### src/rtl/shift_sequencer.sv
// Sequences an external 32-bit shift/load register through load, N single-bit
// right shifts and a capture, giving logical, arithmetic or rotate right shifts.
module shift_sequencer (
   input  logic        clk,
   input  logic        reset,
   input  logic        start,
   input  logic [31:0] data_in,
   input  logic [4:0]  amount,
   input  logic [1:0]  mode,
   input  logic [31:0] reg_state,
   output logic [31:0] reg_load,
   output logic        reg_sel,
   output logic        reg_shiftin,
   output logic        busy,
   output logic        done,
   output logic [31:0] result
);

   typedef enum logic [1:0] {
      IDLE    = 2'd0,
      LOAD    = 2'd1,
      SHIFT   = 2'd2,
      CAPTURE = 2'd3
   } state_t;

   state_t      state;
   state_t      next_state;
   logic [4:0]  cnt;
   logic [31:0] data_q;
   logic [4:0]  amount_q;
   logic [1:0]  mode_q;

   always_ff @(posedge clk or posedge reset) begin
      if (reset) begin
         state <= IDLE;
      end else begin
         state <= next_state;
      end
   end

   // Outside LOAD/SHIFT the register is fed its own value so it simply holds.
   always_comb begin
      next_state  = state;
      reg_sel     = 1'b1;
      reg_load    = reg_state;
      reg_shiftin = 1'b0;
      case (state)
         IDLE: begin
            if (start) begin
               next_state = LOAD;
            end
         end
         LOAD: begin
            reg_load   = data_q;
            next_state = (cnt != 5'd0) ? SHIFT : CAPTURE;
         end
         SHIFT: begin
            reg_sel  = 1'b0;
            reg_load = data_q;
            case (mode_q)
               2'b01:   reg_shiftin = reg_state[31];
               2'b10:   reg_shiftin = reg_state[0];
               default: reg_shiftin = 1'b0;
            endcase
            if (cnt == 5'd1) begin
               next_state = CAPTURE;
            end
         end
         CAPTURE: begin
            next_state = IDLE;
         end
         default: begin
            next_state = IDLE;
         end
      endcase
   end

   always_ff @(posedge clk or posedge reset) begin
      if (reset) begin
         cnt      <= 5'd0;
         data_q   <= 32'd0;
         amount_q <= 5'd0;
         mode_q   <= 2'd0;
         result   <= 32'd0;
         done     <= 1'b0;
      end else begin
         done <= (state == CAPTURE);
         if (state == IDLE && start) begin
            data_q   <= data_in;
            amount_q <= amount;
            mode_q   <= mode;
            cnt      <= amount;
         end else if (state == SHIFT) begin
            cnt <= cnt - 5'd1;
         end
         if (state == CAPTURE) begin
            result <= reg_state;
         end
      end
   end

   assign busy = (state != IDLE);

endmodule
### config.mk
export PLATFORM = sky130hd
export DESIGN_NAME = shift_sequencer
export DESIGN_NICKNAME = d
export VERILOG_FILES = /design/src/rtl/shift_sequencer.sv
export SDC_FILE = /design/constraint.sdc
export NUM_CORES = 1
export LEC_CHECK = 0
export ABC_AREA = 1
export CORE_MARGIN = 3
export CORE_UTILIZATION = 43
export CTS_CLUSTER_SIZE = 28
export DETAILED_ROUTE_END_ITERATION = 7
export HOLD_SLACK_MARGIN = 0.08
export PLACE_DENSITY = 0.9
export SYNTH_ARGS = -nofsm -noshare
export SYNTH_HDL_FRONTEND = slang
export SYNTH_SLANG_ARGS = --single-unit
### constraint.sdc
create_clock -name clk -period 2.9 [get_ports clk]
set_input_delay 0.58 -clock clk [delete_from_list [all_inputs] [get_ports clk]]
set_output_delay 0.58 -clock clk [all_outputs]
set_load 0.1 [all_outputs]
==> summary.md <==
| Metric | Value |
|---|---|
| Outcome | `finished clean` |
| Final Core Density | `69.8%` |
| Post-CTS Hold Buffers | `0` |
| Postcts setup bufs | `0` |
| Post-Syn Instances | `approximately 430` |
| Post-DP HPWL | `7090 microns` |
| Area delta synth->final | `56.9%` |
| CTS HTree Levels | `3` |
| Crit Path Max Fanout | `between 60 and 70` |
| Hold Crit Class | `reg -> reg` |
| DIE HEIGHT | `95.7 microns` |
| Largest family of logic cells by synthesized area | `simple AND/OR/NAND/NOR gates` |
| # nets final | `approximately 650` |
| Worst Path Required | `2320 ps` |
| Layout cells sized above 1 | `21.2%` |
| CTS tree | `done` |
| FF+latch count, synth | `74` |
| Routed wire length | `9440 microns` |
| CP peak stage delay | `430 ps` |
| XOR/XNOR share of the synthesized area | `0%` |
| Vias per cell | `4.81` |
| PnR worst setup slack | `280 ps` |
| Root buffer cell | `clkbuf_8` |
| Longest Clk Path Bufs | `2` |
| Largest net degree at the start of global routing | `75` |
| Clock Skews | `7.79 ps` |
| Yosys cell types | `21` |
| Starting Density | `44.5%` |
| Post-Synth Adder-Cell Area | `between 3 and 4%` |
| Final setup fails | `0` |
| CP Data Arrival Time | `2040 ps` |
| Core area | `around 0.0078 sq mm` |
| CP Capture Type | `primary output` |
| Post-Syn Area | `0.00346 sq mm` |
| Simple-Gate Fraction of Synth Area | `23.4%` |
| Die Span X | `95.7 microns` |
| Mux contribution to synthesized area | `0%` |
| TritonCTS sink count | `74` |
| Pre-CTS setup slack | `633 ps` |
| CP startpoint kind | `flip-flop` |
| Vias in the first global route | `3221` |
| Vias | `~3200` |
| Drt pass-1 iters | `4` |
| Max_cap viols | `0` |
| Final count of pins violating max slew | `0` |
| Starting DRC count in detailed routing | `238` |
| Drt drc | `0` |
| Mapped Avg Cell Area | `8.09 sq um` |
| Die footprint | `0.00915 sq mm` |
| Post-route ant nets | `0` |
| Final Hold Viols | `0` |
| N_diodes | `0` |
| First-pass GRT wire length | `15300 microns` |
| CP bufs+invs | `3` |
| Critical path's top delay family | `buffers and inverters` |
| # rows | `32` |
| Compound-Gate Fraction of Synth Area | `10.9%` |
| CP most frequent cell | `buf_12` |
| Least-Margin Pin Slew | `422 ps` |
| Total grt overflow | `0` |
| Sequential cell area | `0.00185 sq mm` |
| Slew margin rel. | `between 70% and 80%` |
| TritonCTS Buffers | `9` |
| Kind of critical path | `reg -> out` |
| CP max stage cell | `dfrtp_1` |
| Total GRT Usage | `21.4%` |
| Critical-path cell list | `inv_1 -> ha_2 -> buf_12 -> o21ai_0 -> buf_12` |
| Initial antenna violation count | `0` |
| RSZ-0062 raised after global routing | `no` |
| Boundary Pins | `142` |
| Register area share after synthesis | `roughly 54%` |
| Multi-input logic area | `0.00137 sq mm` |
| Port bufs | `between 100 and 150` |
| # resized after CTS | `0` |
| Post-DR wirelength/cell | `14.1 microns` |
| Syn_nets | `510` |
| Fmax | `0.382 GHz` |
| Filler cell count | `575` |
| GPL Wtd Cong | `0.761` |
| Clk slew on worst S/H paths | `around 70 ps` |
| Tcrit/Tclk final | `90.3%` |
| Ys Warns | `0` |
| Fin crit period | `2620 ps` |
| Clk_lat worst skew | `330 ps` |
## layout make-up
cell class | count | area share (%)
Multi-Input combinational cell | 284 | 25.3
Inverter | 47 | 3.25
Clock buffer | 11 | 2.61
Clock inverter | 3 | 0.323
Timing Repair Buffer | 147 | 32.0
Tap cell | 102 | 2.35
Sequential cell | 74 | 34.2
## final timing paths
check / from / depth (start not counted) / endpoint / slack (ps)
setup / recovery: state[0] / 5 / reg_load[11] / 280
hold reg to reg: data_q[31] / 2 / data_q[31] / 480
setup reg to reg: state[0] / 7 / mode_q[0] / 1000
hold / removal: data_q[31] / 2 / data_q[31] / 480
min in group asynchronous: reset / 3 / result[17] / 640
max in group asynchronous: reset / 3 / result[31] / 1930
## per-stage QoR
stage          TNS, ps  hold slack [ps]  area [sq um]  cells
6_report             0              482          5420    668
5_1_grt              0              500          5420    668
4_1_cts              0              484          5420    668
3_5_place_dp         0              465          5260    654
3_3_place_gp         0              462          5260    654
2_1_floorplan    -7720              449          3520    427
## flip-flops by register name, summed over array words and instances (netlist names)
register,cells
cnt,5
data_q,32
done,1
mode_q,2
result,32
state,2
## cells by family after synthesis
group | Yosys count
and+or+nand+nor | 202
DFF | 74
AOI/OAI and AO/OA | 73
buffers and inverters | 69
adders and majority gates | 9
## placed cells by master (no fill, tap or decap), types with 15 or more instances in the layout
cell type        Yosys  routed
o21ai_0             37      15
nor2_1              36      36
clkdlybuf4s50_1      0      73
dfrtp_1             74      74
buf_4                3      38
inv_1               46      45
buf_12               0      36
o21ai_2              0      17
a21oi_1             32      32
nand2_1            140     140
## worst reg2reg max path, cell delays in order (launching register included)
cell	delay [ps]
dfrtp_1	430
inv_1	130
ha_2	200
nand2_2	260
inv_2	380
buf_12	230
nand2_1	80
o21ai_0	90
## synth_stat cells, drive strengths merged
cell type,count,area [sq um]
a211oi,1,7.51
a21oi,32,160
buf,19,119
clkbuf,3,12.5
dfrtp,74,1850
ha,9,113
inv,47,176
nand2,151,594
nand3,11,55.1
nand4,2,12.5
nor2,36,135
nor3,1,5.00
o211ai,3,22.5
o21ai,37,185
or2,1,6.26
## routing by layer
metal | wire [microns] | GRT usage [%] | vias to the layer above
li1 | - | - | 1591
met5 | 0 | 0 | -
met1 | 3920 | 27.5 | 1506
met3 | 609 | 5.45 | 6
met2 | 4840 | 36.2 | 113
met4 | 73 | 5.21 | 0
Power is left out: the tool's default activity adds up to more than one toggle a clock period on the data nets, which glitch-free logic cannot reach.
